**config.mk**
```make
export PLATFORM = sky130hd
export DESIGN_NAME = gpio_cmd_ctrl
export DESIGN_NICKNAME = d
export VERILOG_FILES = /design/src/rtl/gpio_cmd_ctrl.sv
export SDC_FILE = /design/constraint.sdc
export NUM_CORES = 1
export LEC_CHECK = 0
export CAP_MARGIN = 5
export CORE_ASPECT_RATIO = 1.25
export CORE_UTILIZATION = 24
export DETAILED_ROUTE_END_ITERATION = 16
export GPL_TIMING_DRIVEN = 0
export PLACE_DENSITY = 0.48
export SYNTH_ARGS = -nofsm -noshare
export SYNTH_HDL_FRONTEND = slang
export SYNTH_SLANG_ARGS = --single-unit
```
**constraint.sdc**
```tcl
create_clock -name clk -period 2.1 [get_ports clk]
set_clock_uncertainty 0.1 [all_clocks]
set_input_delay 0.21 -clock clk [delete_from_list [all_inputs] [get_ports clk]]
set_output_delay 0.21 -clock clk [all_outputs]
set_load 0.03 [all_outputs]
```
**src/rtl/gpio_cmd_ctrl.sv**
```systemverilog
// Command controller between the processor GPIO pair and the Tx/Rx/BER/log-memory datapath.
// Decodes strobed opcodes, drives datapath controls and returns status, BER counts or memory words.
module gpio_cmd_ctrl #(
  parameter int NB_GPIOS        = 32,
  parameter int BRAM_ADDR_WIDTH = 15,
  parameter int BRAM_DATA_WIDTH = 16,
  parameter int NB_BER          = 64,
  parameter int RST_CYCLES      = 4,
  parameter int MEM_LATENCY     = 2
) (
  input  logic                       clk,
  input  logic                       i_resetn,
  input  logic [NB_GPIOS-1:0]        i_gpo,
  output logic [NB_GPIOS-1:0]        o_gpi,
  output logic                       o_rst,
  output logic                       o_enb_tx,
  output logic                       o_enb_rx,
  output logic [1:0]                 o_phase_sel,
  output logic                       o_run_log,
  output logic                       o_read_log,
  output logic [BRAM_ADDR_WIDTH-1:0] o_addr_log,
  input  logic [BRAM_DATA_WIDTH-1:0] i_mem_data,
  input  logic                       i_mem_full,
  input  logic [NB_BER-1:0]          i_ber_samp_i,
  input  logic [NB_BER-1:0]          i_ber_samp_q,
  input  logic [NB_BER-1:0]          i_ber_err_i,
  input  logic [NB_BER-1:0]          i_ber_err_q
);

  // state      | meaning
  // IDLE       | waiting for a strobe edge, decodes opcodes
  // RST_PULSE  | holding o_rst high, down-counting RST_CYCLES
  // MEM_WAIT   | waiting MEM_LATENCY clocks for log-memory read data
  localparam logic [1:0] ST_IDLE      = 2'd0;
  localparam logic [1:0] ST_RST_PULSE = 2'd1;
  localparam logic [1:0] ST_MEM_WAIT  = 2'd2;

  localparam logic [7:0] OP_RESET    = 8'd0;
  localparam logic [7:0] OP_EN_TX    = 8'd1;
  localparam logic [7:0] OP_EN_RX    = 8'd2;
  localparam logic [7:0] OP_PH_SEL   = 8'd3;
  localparam logic [7:0] OP_RUN_MEM  = 8'd4;
  localparam logic [7:0] OP_READ_MEM = 8'd5;
  localparam logic [7:0] OP_ADDR_MEM = 8'd6;
  localparam logic [7:0] OP_BER_S_I  = 8'd7;
  localparam logic [7:0] OP_BER_S_Q  = 8'd8;
  localparam logic [7:0] OP_BER_E_I  = 8'd9;
  localparam logic [7:0] OP_BER_E_Q  = 8'd10;
  localparam logic [7:0] OP_BER_H    = 8'd11;
  localparam logic [7:0] OP_MEM_FULL = 8'd12;

  localparam int CNT_W = 8;

  logic [1:0]                 state_q, state_d;
  logic [CNT_W-1:0]           cnt_q, cnt_d;
  logic                       strb_q, strb_d;
  logic                       arm_q, arm_d;
  logic [NB_GPIOS-1:0]        gpi_q, gpi_d;
  logic                       rst_q, rst_d;
  logic                       enb_tx_q, enb_tx_d;
  logic                       enb_rx_q, enb_rx_d;
  logic [1:0]                 phase_q, phase_d;
  logic                       run_log_q, run_log_d;
  logic                       read_log_q, read_log_d;
  logic [BRAM_ADDR_WIDTH-1:0] addr_q, addr_d;
  logic [NB_BER-1:0]          sh_samp_i_q, sh_samp_i_d;
  logic [NB_BER-1:0]          sh_samp_q_q, sh_samp_q_d;
  logic [NB_BER-1:0]          sh_err_i_q, sh_err_i_d;
  logic [NB_BER-1:0]          sh_err_q_q, sh_err_q_d;
  logic [31:0]                high_q, high_d;

  logic       cmd_edge;
  logic [7:0] opcode;
  logic [22:0] data;

  assign opcode = i_gpo[31:24];
  assign data   = i_gpo[22:0];
  // arm_q blocks a strobe that was already high while reset was asserted
  assign cmd_edge = i_gpo[23] & ~strb_q & arm_q;

  always_comb begin
    state_d     = state_q;
    cnt_d       = cnt_q;
    strb_d      = i_gpo[23];
    arm_d       = 1'b1;
    gpi_d       = gpi_q;
    rst_d       = rst_q;
    enb_tx_d    = enb_tx_q;
    enb_rx_d    = enb_rx_q;
    phase_d     = phase_q;
    run_log_d   = 1'b0;
    read_log_d  = read_log_q;
    addr_d      = addr_q;
    sh_samp_i_d = sh_samp_i_q;
    sh_samp_q_d = sh_samp_q_q;
    sh_err_i_d  = sh_err_i_q;
    sh_err_q_d  = sh_err_q_q;
    high_d      = high_q;

    case (state_q)
      ST_IDLE: begin
        if (cmd_edge) begin
          case (opcode)
            OP_RESET: begin
              rst_d      = 1'b1;
              cnt_d      = CNT_W'(RST_CYCLES - 1);
              state_d    = ST_RST_PULSE;
              enb_tx_d   = 1'b0;
              enb_rx_d   = 1'b0;
              phase_d    = 2'd0;
              read_log_d = 1'b0;
            end
            OP_EN_TX:    enb_tx_d   = data[0];
            OP_EN_RX:    enb_rx_d   = data[0];
            OP_PH_SEL:   phase_d    = data[1:0];
            OP_RUN_MEM:  run_log_d  = 1'b1;
            OP_READ_MEM: read_log_d = data[0];
            OP_ADDR_MEM: begin
              addr_d  = data[BRAM_ADDR_WIDTH-1:0];
              cnt_d   = CNT_W'(MEM_LATENCY);
              state_d = ST_MEM_WAIT;
            end
            OP_BER_S_I: begin
              sh_samp_i_d = i_ber_samp_i;
              sh_samp_q_d = i_ber_samp_q;
              sh_err_i_d  = i_ber_err_i;
              sh_err_q_d  = i_ber_err_q;
              gpi_d       = i_ber_samp_i[31:0];
              high_d      = 32'(i_ber_samp_i >> 32);
            end
            OP_BER_S_Q: begin
              gpi_d  = sh_samp_q_q[31:0];
              high_d = 32'(sh_samp_q_q >> 32);
            end
            OP_BER_E_I: begin
              gpi_d  = sh_err_i_q[31:0];
              high_d = 32'(sh_err_i_q >> 32);
            end
            OP_BER_E_Q: begin
              gpi_d  = sh_err_q_q[31:0];
              high_d = 32'(sh_err_q_q >> 32);
            end
            OP_BER_H:    gpi_d = high_q;
            OP_MEM_FULL: gpi_d = {{(NB_GPIOS-1){1'b0}}, i_mem_full};
            default: ;
          endcase
        end
      end
      ST_RST_PULSE: begin
        if (cnt_q == '0) begin
          rst_d   = 1'b0;
          state_d = ST_IDLE;
        end else begin
          cnt_d = cnt_q - 1'b1;
        end
      end
      ST_MEM_WAIT: begin
        if (cnt_q == '0) begin
          gpi_d   = {{(NB_GPIOS-BRAM_DATA_WIDTH){1'b0}}, i_mem_data};
          state_d = ST_IDLE;
        end else begin
          cnt_d = cnt_q - 1'b1;
        end
      end
      default: state_d = ST_IDLE;
    endcase
  end

  always_ff @(posedge clk) begin
    if (!i_resetn) begin
      state_q     <= ST_IDLE;
      cnt_q       <= '0;
      strb_q      <= 1'b0;
      arm_q       <= 1'b0;
      gpi_q       <= '0;
      rst_q       <= 1'b1;
      enb_tx_q    <= 1'b0;
      enb_rx_q    <= 1'b0;
      phase_q     <= 2'd0;
      run_log_q   <= 1'b0;
      read_log_q  <= 1'b0;
      addr_q      <= '0;
      sh_samp_i_q <= '0;
      sh_samp_q_q <= '0;
      sh_err_i_q  <= '0;
      sh_err_q_q  <= '0;
      high_q      <= '0;
    end else begin
      state_q     <= state_d;
      cnt_q       <= cnt_d;
      strb_q      <= strb_d;
      arm_q       <= arm_d;
      gpi_q       <= gpi_d;
      rst_q       <= rst_d;
      enb_tx_q    <= enb_tx_d;
      enb_rx_q    <= enb_rx_d;
      phase_q     <= phase_d;
      run_log_q   <= run_log_d;
      read_log_q  <= read_log_d;
      addr_q      <= addr_d;
      sh_samp_i_q <= sh_samp_i_d;
      sh_samp_q_q <= sh_samp_q_d;
      sh_err_i_q  <= sh_err_i_d;
      sh_err_q_q  <= sh_err_q_d;
      high_q      <= high_d;
    end
  end

  assign o_gpi       = gpi_q;
  assign o_rst       = rst_q;
  assign o_enb_tx    = enb_tx_q;
  assign o_enb_rx    = enb_rx_q;
  assign o_phase_sel = phase_q;
  assign o_run_log   = run_log_q;
  assign o_read_log  = read_log_q;
  assign o_addr_log  = addr_q;

endmodule

```
== After elaboration in Yosys (flattened, before gate mapping) ==
Index checks and enable logic that the tools add are counted.
Cells by class
  multiply operators: 0
  div/mod/pow operators: 0
  muxes and demuxes: 23
  add/subtract/negate cells: 1
  reduce and logical (&&, ||, !) cells: 24
  magnitude comparators: 0
  bitwise logic cells: 3
  equality and inequality tests: 22
  shifts and indexed selects: 0
Operator list (number)
  32-bit case mux with 6 select lines: 1
  32-bit case mux with 4 select lines: 1
  32-bit two-way mux: 2
  32-bit case mux with 2 select lines: 1
  8-bit by 4-bit equality test with 1-bit output (second input constant): 5
  8-bit by 3-bit equality test with 1-bit output (second input constant): 4
  8-bit case mux with 2 select lines: 2
  3-bit AND reduction: 9
  8-bit by 2-bit equality test with 1-bit output (second input constant): 2
  8-bit logical NOT: 2
  8-bit two-way mux: 2
  2-bit nonzero test: 7
  2-bit case mux with 2 select lines: 3
  4-bit AND reduction: 3
  8-bit by 1-bit equality test with 1-bit output (second input constant): 1
  2-bit != test (second input constant): 4
  1-bit case mux with 2 select lines: 4
  8-bit by 1-bit subtractor with 8-bit output (second input constant): 1
  7-bit by 1-bit != test with 1-bit output (second input constant): 1
  1-bit two-way mux: 5
  2-bit two-way mux: 2
  2-bit by 1-bit != test with 1-bit output (second input constant): 2
  4-bit nonzero test: 1
  3-bit by 1-bit != test with 1-bit output (second input constant): 1
  other kinds (6): 7
Word-level totals
  register bits: 290
  bits in latches: 0
  output and inout port bits: 54
  memory bits (writable): 0
  logic and storage cells: 89
  memories kept: 0
  input bits: 307
  bits in read-only memories: 0

== Longest topological paths before layout ==
Gate-level depths: netlist of the first run.
  word-level depth: 5
  gate-level depth with buffers: 10
  mapped depth without buffers: 7

== Worst setup path after synthesis of the first run ==
OpenSTA, ideal clock, no wires.
  path kind: register to register
  from: register state_q[0]
  to: register gpi_q[21] (netlist: o_gpi[21])
  setup time: 0.068 ns
  slack: -0.178 ns
  period minus slack after synthesis: 2.278 ns
  data arrival time: 2.110 ns
  cell stages (with the launch flop): 10
  path buffers: 3
  required time: 1.932 ns
  path through: dfxtp_1 > inv_1 > ha_1 > nand4b_1 > or2_1 > buf_6 > or4_1 > buf_2 > buf_8 > o2bb2ai_2
On the way
  longest elaborated chain between the ends: 3
  elaborated cells between the ends (all ways): 8
  classes of those cells: eq/ne: 4; mux: 1; reduce/logical: 3
RTL lines
  from (decl): line 54  | logic [1:0] state_q, state_d;
  from (signal assigned): line 189  | state_q <= state_d;
  2-bit logical NOT / 2-bit equality test (equally long branches): line 100  | case (state_q)
  7-bit by 1-bit != test with 1-bit output (no source line), or another cell as far along
  4-bit AND reduction (no source line)
  to (signal assigned): line 193  | gpi_q <= gpi_d;
  to (decl): line 58  | logic [NB_GPIOS-1:0] gpi_q, gpi_d;
Several ways; a longest one is shown, not always the timed one.
A chain may end at the register's enable or synchronous reset.

== Final worst setup path of the first run ==
  from: register state_q[0]
  to: register gpi_q[22] (netlist: o_gpi[22])
Same word-level chain as after synthesis.

==> out/metrics.csv, run 1 <==
metric;value;unit
status;finished with violations;
violations;negative setup slack;
syn_to_final_growth;72.2;%
vdd_drop_max;0.433;mV
min_path_type;in2reg;
relSlewSlack;37.3;%
drt_iter0_drc;711;
slew_violations;0;
path_max_fanout;7;
drtPass1Iterations;7;
vias;12700;
yosysUniqueCellTypes;58;
final_nets;2203;
synth_top_area_share;47.0;%
synth-edff-count;0;
drive_above_1_share;30.9;%
overflow;0;
postPlaceCellArea;16700;um2
synth-seq-area-share;47.0;%
die_x;205;um
grt_pass1_vias;12300;
met1_length;24300;um
start_util;24.4;%
chipHeight;256;um
clock_path_buffers;3;
grt.total_usage;20.8;%
synthCells;1444;
cts_buffers;34;
wl_met3;3050;um
synth_top_area_cell;dfxtp_1;
root_buffer;clkbuf_16;
die-area;52300;um2
yosys-top-cells-area;dfxtp_1 47%, nand2_1 13%, a21oi_1 8.8%, mux4_2 5.7%, clkbuf_1 2.6%;
grt_start_max_net_pins;13;
io_pins;361;
async_flop_share;0;%
maxCapViolations;0;
row_count;92;
antenna_found_initial;12;
r2r_slack;-0.11;ns
setup_viol;244;
cts_sinks;290;
required;2.47;ns
synth_ff_type;dfxtp_1;
cp.arrival;2.58;ns
fmax;452;MHz
htree_levels;2;
globalplace.congestion;0.859;
final_area;21300;um2
syn_area_per_cell;8.55;um2
timing.final.ws_setup;-0.112;ns
rsz0062_at_grt;yes;
postRouteAntennaNets;0;
leakage;7.80;nW
drc;0;
wl_met2;30300;um
grt_pass1_wl;80100;um
mostFrequentLayoutCell;clkdlybuf4s50_1;
io_buffers;349;
pre_cts_slack;-1.50;ns
viasPerCell;4.92;
syn-num-nets;1756;
synth_area;12300;um2
layout_common_cells;345 x clkdlybuf4s50_1, 293 x nand2_1, 287 x dfxtp_1;
core-area;50600;um2
holdWs;0.126;ns
powerDensity;596;nW/um2
cp-end-kind;flip-flop;
hold_buffers;0;
dp_hpwl;42600;um
cts_tree;done;
crit_type;reg2reg;
synth-seq-cells;290;
post-route-period-util;105;%
wire_per_inst;23.1;um
path_clk_slew;0.06;ns
ys_warn_count;0;
hold_viol_final;0;
top_layer;met5;
period_minus_slack;2.21;ns
max_slew.worst_pin.slew;0.940;ns
startpoint_type;flip-flop;
wirelength;59500;um
clk_latency;0.53;ns
-- worst max-delay path, cell delays in order, from the launching register on --
cell and delay [ns]:
dfxtp_2 0.32, inv_2 0.07, ha_4 0.14, nand4b_1 0.10, buf_6 0.15, or2_1 0.21, buf_6 0.14, or4_4 0.61
buf_16 0.20, o2bb2ai_4 0.10
-- final timing paths --
check,startpoint,to,cells after the start
worst min-delay path,i_ber_samp_q[48],sh_samp_q_q[48],3
worst max-delay path,state_q[0],o_gpi[22],9
worst min register to register,sh_err_i_q[28],sh_err_i_q[28],2
worst max register to register,state_q[0],o_gpi[22],9
-- logic make-up (layout without fill, tap and decap cells) --
| family | Yosys count | in the layout | synth area share [%] |
|---|---|---|---|
| other cells | 0 | 7 | 0 |
| fa+ha+maj | 5 | 5 | 0.507 |
| simple gates | 550 | 550 | 19.0 |
| xor+xnor | 1 | 1 | 0.0710 |
| compound gates | 410 | 410 | 20.7 |
| flops | 290 | 290 | 47.0 |
| mux | 58 | 58 | 7.88 |
| buf+inv | 130 | 599 | 4.81 |
-- per-stage QoR --
stage          util [%]  TNS [ns]  std cells  total power [W]
2_1_floorplan         -     -4.46       1444          0.00591
3_3_place_gp       33.0   -360.78       2451          0.00667
3_5_place_dp       33.0   -363.98       2451          0.00667
4_1_cts            36.6    -22.90       2530           0.0127
5_1_grt            42.0    -34.31       2578           0.0131
6_report           42.0    -16.26       2578           0.0127
-- registers in the layout, summed over array words and instances (netlist names), 2 cells and up --
signal	cells
sh_err_i_q	64
sh_err_q_q	64
sh_samp_q_q	64
high_q	32
o_gpi	32
o_addr_log	15
cnt_q	8
o_phase_sel	2
state_q	2
-- cell type report --
cell class                 count  area, um2
fill                        4983      29400
multi-input combinational   1024       7790
sequential                   290       5810
timing repair buffer         412       4530
buffer                       120       1140
clock buffer                  48       1010
tap                          658        823
clock inverter                10       81.3
inverter                       9       33.8
antenna                        7       17.5
-- routing by layer --
metal / global-route usage (%) / vias up
li1: - / 6006
met1: 25.7 / 6155
met2: 36.3 / 410
met3: 3.12 / 101
met4: 7.23 / 6
met5: 0 / -
-- synthesized netlist by cell type, drive strengths merged (4+ instances only) --
| cell | instances |
|---|---|
| a221oi | 26 |
| mux2i | 27 |
| nor4 | 6 |
| dfxtp | 290 |
| nand2 | 425 |
| nand2b | 16 |
| or4 | 9 |
| clkbuf | 85 |
| nor3 | 7 |
| a21oi | 217 |
| a22oi | 16 |
| nor2 | 36 |
| nand4b | 4 |
| inv | 9 |
| ha | 5 |
| and3 | 5 |
| buf | 36 |
| nor2b | 19 |
| o2bb2ai | 32 |
| mux4 | 31 |
| a222oi | 21 |
| nand3 | 6 |
| a31oi | 23 |
| or3 | 7 |
| o21ai | 61 |
-- power by group --
part | total, W | switching [W] | leakage (nW) | internal (W)
Sequential | 0.00551 | 0.00000659 | 2.34 | 0.00551
Combinational | 0.00120 | 0.000557 | 4.91 | 0.000642
Clock | 0.00595 | 0.00247 | 0.547 | 0.00348
-- timing repair --
item	in CTS	in global routing
pin swaps	19	235
gates resized for setup	177	558
setup endpoints to repair	282	286
gates cloned	5	26
setup buffers	17	15
(Power assumes the default switching activity.)
==> run 2, diff against run 1 <==
--- a/config.mk
+++ b/config.mk
@@ -6,11 +6,13 @@
 export NUM_CORES = 1
 export LEC_CHECK = 0
 export CAP_MARGIN = 5
+export CELL_PAD_IN_SITES_DETAIL_PLACEMENT = 2
+export CELL_PAD_IN_SITES_GLOBAL_PLACEMENT = 2
 export CORE_ASPECT_RATIO = 1.25
 export CORE_UTILIZATION = 24
 export DETAILED_ROUTE_END_ITERATION = 16
 export GPL_TIMING_DRIVEN = 0
-export PLACE_DENSITY = 0.48
+export PLACE_DENSITY = 0.74
 export SYNTH_ARGS = -nofsm -noshare
 export SYNTH_HDL_FRONTEND = slang
 export SYNTH_SLANG_ARGS = --single-unit
==> constraint.sdc (replaced) <==
create_clock -name clk -period 1.96 [get_ports clk]
set_clock_uncertainty 0.1 [all_clocks]
set_input_delay 0.196 -clock clk [delete_from_list [all_inputs] [get_ports clk]]
set_output_delay 0.196 -clock clk [all_outputs]
set_load 0.03 [all_outputs]
==> out/metrics.csv, run 2 (synthesis results as in run 1) <==
metric;value;unit
violations;negative setup slack;
drc;0;
grt_pass1_wl;88800;um
wl_met2;33900;um
cts_sinks;290;
tns;-42.74;ns
relSlewSlack;45.0;%
grt_pass1_vias;14000;
setup_viol;283;
die-area;52300;um2
met1_length;25500;um
drt_iter0_drc;521;
clk_latency;0.56;ns
root_buffer;clkbuf_16;
vias;12800;
path_max_fanout;7;
postRouteAntennaNets;0;
final_cells;2559;
crit_top_cell;buf_6;
maxCapViolations;0;
io_pins;361;
timing.final.ws_setup;-0.265;ns
start_util;24.4;%
path_clk_slew;0.07;ns
wire_per_inst;24.9;um
mostFrequentLayoutCell;nand2_1;
layout_common_cells;370 x nand2_1, 345 x clkdlybuf4s50_1, 287 x dfxtp_1;
antenna_found_initial;12;
min_path_type;in2reg;
clock_path_buffers;3;
crit_type;reg2reg;
required;2.32;ns
hold_viol_final;0;
wirelength;63800;um
p_clk_share;48.9;%
cts_buffers;36;
combPwrFrac;8.8;%
globalplace.congestion;0.844;
p_sw;0.00332;W
wl_met3;2460;um
period_minus_slack;2.23;ns
io_buffers;349;
grt.total_usage;22.9;%
vdd_drop_max;0.433;mV
fmax;449;MHz
viasPerCell;5.01;
startpoint_type;flip-flop;
crit_chain;inv_2, ha_4, nand4b_1, buf_6, or2_4, nor3_4, buf_6, clkbuf_16, buf_12, nand2_4, a21oi_2;
final_nets;2182;
holdWs;0.0880;ns
overflow;0;
max_slew.worst_pin.slew;0.824;ns
drtPass1Iterations;5;
final_area;19900;um2
die_x;205;um
postPlaceCellArea;16700;um2
power_frac_seq;42.3;%
powerDensity;702;nW/um2
status;finished with violations;
htree_levels;2;
grt_start_max_net_pins;13;
r2r_slack;-0.27;ns
hold_buffers;0;
syn_to_final_growth;61.2;%
slowest_delay;0.34;ns
num-fill-cells;5446;
drive_above_1_share;22.4;%
dp.cells;2451;
row_count;92;
core-area;50600;um2
cp-end-kind;flip-flop;
cts_tree;done;
rsz0062_at_grt;yes;
top_layer;met5;
dp_hpwl;46900;um
post-route-period-util;114;%
reg.largest.list;sh_err_i_q x64, sh_err_q_q x64, sh_samp_q_q x64;
chipHeight;256;um
critPathSlowestCell;dfxtp_2;
intPower;0.0106;W
slew_violations;0;
leakage;6.81;nW
fin_util;39.3;%
cp.arrival;2.58;ns
switching_share;23.8;%
==> run 2: cell type report <==
type | instances | area (um2) | share of cell area [%]
Antenna cell | 3 | 7.51 | 0.0377
Clock inverter | 10 | 115 | 0.579
Clock buffer | 56 | 1080 | 5.42
Multi-Input combinational cell | 1024 | 6840 | 34.4
Sequential cell | 290 | 5810 | 29.2
Buffer | 119 | 1110 | 5.60
Inverter | 9 | 33.8 | 0.170
Tap cell | 658 | 823 | 4.14
Timing Repair Buffer | 390 | 4070 | 20.5
==> run 2: critical path, delay by kind of cell (launching register included) <==
kind	cells	cell delay, ns
AOI/OAI and AO/OA	1	0.16
DFF	1	0.34
buffers and inverters	5	0.80
adders and majority gates	1	0.13
and+or+nand+nor	4	0.58
==> run 2: path summary, 6_finish.rpt <==
path / start / end / cells after the start
max: state_q[1] / sh_err_i_q[11] / 11
min: i_ber_err_q[57] / sh_err_q_q[57] / 3
max reg2reg: state_q[1] / sh_err_i_q[11] / 11
min reg2reg: sh_err_i_q[31] / sh_err_i_q[31] / 2
==> run 2: layer usage <==
metal | vias up | GRT usage, %
li1 | 5951 | -
met1 | 6418 | 26.4
met2 | 333 | 42.3
met3 | 98 | 3.37
met4 | 14 | 7.94
met5 | - | 0
==> run 2: timing repair <==
item,in CTS,in global routing
resized for setup,201,275
endpoints found under the setup margin,289,290
gates cloned,3,13
setup buffers,15,10
pin swaps,27,63
==> run 2: metrics by stage <==
stage	worst slack, ns	total power, W
6_report	-0.265	0.0140
5_1_grt	-0.338	0.0144
4_1_cts	-0.305	0.0140
3_5_place_dp	-1.73	0.00717
3_3_place_gp	-1.72	0.00716
2_1_floorplan	-0.248	0.00633
==> run 2: power by group through the flow <==
stage               logic [W]  clock network [W]  registers (W)
floorplan            0.000291                  0        0.00604
global placement      0.00112                  0        0.00604
detailed placement    0.00113                  0        0.00604
CTS                   0.00117            0.00697        0.00591
global route          0.00129            0.00721        0.00591
finish                0.00123            0.00683        0.00591
==> patch (flow settings as in run 1) <==
Make the reset (`i_resetn`) asynchronous in one clocked block.
--- a/src/rtl/gpio_cmd_ctrl.sv
+++ b/src/rtl/gpio_cmd_ctrl.sv
@@ -168,3 +168,3 @@
 
-  always_ff @(posedge clk) begin
+  always_ff @(posedge clk or negedge i_resetn) begin
     if (!i_resetn) begin
Behaviour: differs if i_resetn is asserted again (counterexample within 4 cycles, from zero or initial values and one cycle with i_resetn low); with i_resetn held inactive, the same outputs for 4 cycles.
==> patch against run 1 <==
  * The run still ends with setup timing left
  * Count of clock-buffer cells in the layout up 9
  * Wire length shrank 6.5%
  * Hold slack worse by 0.024 ns
  * Via count down 14%
  * Core utilization is 3.5 points lower
  * Sequential cell count is the same
  * Area after synthesis is 11% higher
  * Final area rose by 2.0%
  * Setup slack worse by 0.20 ns
  * Critical path depth increased by 1
  * Critical path type unchanged
  * Critical endpoint is now sh_err_i_q[42]$_DFFE_PN0P_
Power is not compared: it rests on default switching activity, and its combinational part moved more than twofold at a synthesized area within 25%.
==> patch: results (changes against run 1) <==
The run gives 227 (+28%) as the post-cts resize count. The number of combinational gates with multiple inputs was 701 (-32%); the number of inserted filler cells in the final layout was 5,478 (+9.9%). The run gives 22 (+5) as the count of buffers added by post-CTS timing repair for setup. The flow ran to the end, but the final reports show violations. The final worst setup slack is -0.309 ns (-0.197 ns). The run gives 6940 µm² (-11%) as the area occupied by multi-input gates.

The tools report the start of the worst register-to-register path as state_q[0]$_DFFE_PN0P_. The initial DRC count is 427 (-40%). The routed wire length on met3 is 2.21 mm (-28%). The setup-violating endpoint count in the final report is 217 (-11%).

For the number of buffers inserted for hold repair after clock tree synthesis, the log shows 1 (+1). The final reports fail on setup timing. Number of global-route vias before repair: 11,662 (-5.3%).

The setup slack of the most critical reg-to-reg path was -0.31 ns (-0.20 ns). Following the worst setup path forward leads to its endpoint at sh_err_i_q[42]$_DFFE_PN0P_. The hold-critical path depth works out to 1 (-2). The run gives 2.74 ns (+0.16 ns) as the critical path data arrival time. The worst hold path begins at i_gpo[23]. The total CTS buffers was 35 (+2.9%); the final weighted congestion of routability-driven global placement was 0.806 (-6.1%). The number of port buffers is 352 (+0.86%), and the initial antenna violation count is 9 (-3). The worst flop-to-flop path endpoint is sh_err_i_q[42]$_DFFE_PN0P_. The total of plain and repair buffers excluding clock buffers was 494 (-7.1%); the number of diodes added for antenna fixing was 5 (-2). The sequential fraction of total cell area came out at 0.335 (+0.0614).

Met3 track demand over resource in global routing: 0.0299 (-0.00130). The run gives 4 (-3) as the first-pass detailed-route iteration total. For the cell area after placement, the log shows 18,300 µm² (+9.7%). Layout cell share with drive strength beyond 1: 0.304 (-0.00542). Sorting the synthesized cells by area gives the leading types as sky130_fd_sc_hd__dfrtp_1 (53%), sky130_fd_sc_hd__mux2_1 (15%), sky130_fd_sc_hd__mux2_2 (5.6%). The worst hold margin came out at 0.102 ns (-0.0244 ns). The async set-or-reset flop fraction in the synthesized netlist is 1.00 (+1.00), and the final net count is 1,846 (-16%). The accumulated negative setup slack was -51.43 ns (-35.17 ns). The post-synth net total was 1,397 (-20%). Worst slew margin relative to its limit: 0.557 (+0.184).

The worst hold path terminates at strb_q$_DFF_PN0_. The die area was 58,200 µm² (+11%); the placement-stage worst setup slack was -1.42 ns (+0.0803 ns). The maximum fanout count along the critical path was 5 (-2).
patch: cell types whose count changed after synthesis, moves of 23 or more:
cell / change
sky130_fd_sc_hd__nand2_1: -371
sky130_fd_sc_hd__mux2_1: +180
sky130_fd_sc_hd__dfrtp_1: +289
sky130_fd_sc_hd__mux2i_1: -23
sky130_fd_sc_hd__dfxtp_1: -290
sky130_fd_sc_hd__a31oi_1: -23
sky130_fd_sc_hd__o221ai_1: +29
sky130_fd_sc_hd__nor4_1: +28
sky130_fd_sc_hd__nor2_1: +47
sky130_fd_sc_hd__mux2_2: +68
sky130_fd_sc_hd__a21oi_1: -202
sky130_fd_sc_hd__clkbuf_1: -45
patch: critical path: cells and delay by family, from the launching register on:
family | cells | cell delay [ns]
buffers and inverters | 5 | 0.65
multiplexers | 1 | 0.29
adder cells (fa/ha/maj) | 1 | 0.13
flip-flops | 1 | 0.40
AND/OR/NAND/NOR | 3 | 0.72
patch: logic make-up (layout without fill, tap and decap cells):
| family | count (synthesis) | in the layout | synth area share |
|---|---|---|---|
| adder cells (fa/ha/maj) | 5 | 5 | 0.00456 |
| XOR/XNOR | 6 | 6 | 0.00383 |
| multiplexers | 272 | 272 | 0.240 |
| AND/OR/NAND/NOR | 207 | 207 | 0.0740 |
| buffers and inverters | 94 | 568 | 0.0388 |
| flip-flops | 290 | 290 | 0.529 |
| AO/OA/AOI/OAI | 210 | 210 | 0.110 |
| other | 1 | 6 | 0.000273 |
patch: power groups by stage:
stage | Combinational, µW | Clock [µW] | Sequential, µW
after floorplan | 942 | 0 | 6550
after global placement | 2690 | 0 | 6260
after detailed placement | 2720 | 0 | 6250
after CTS | 2860 | 6500 | 6170
after global routing | 3270 | 6710 | 6230
final | 3050 | 6290 | 6190
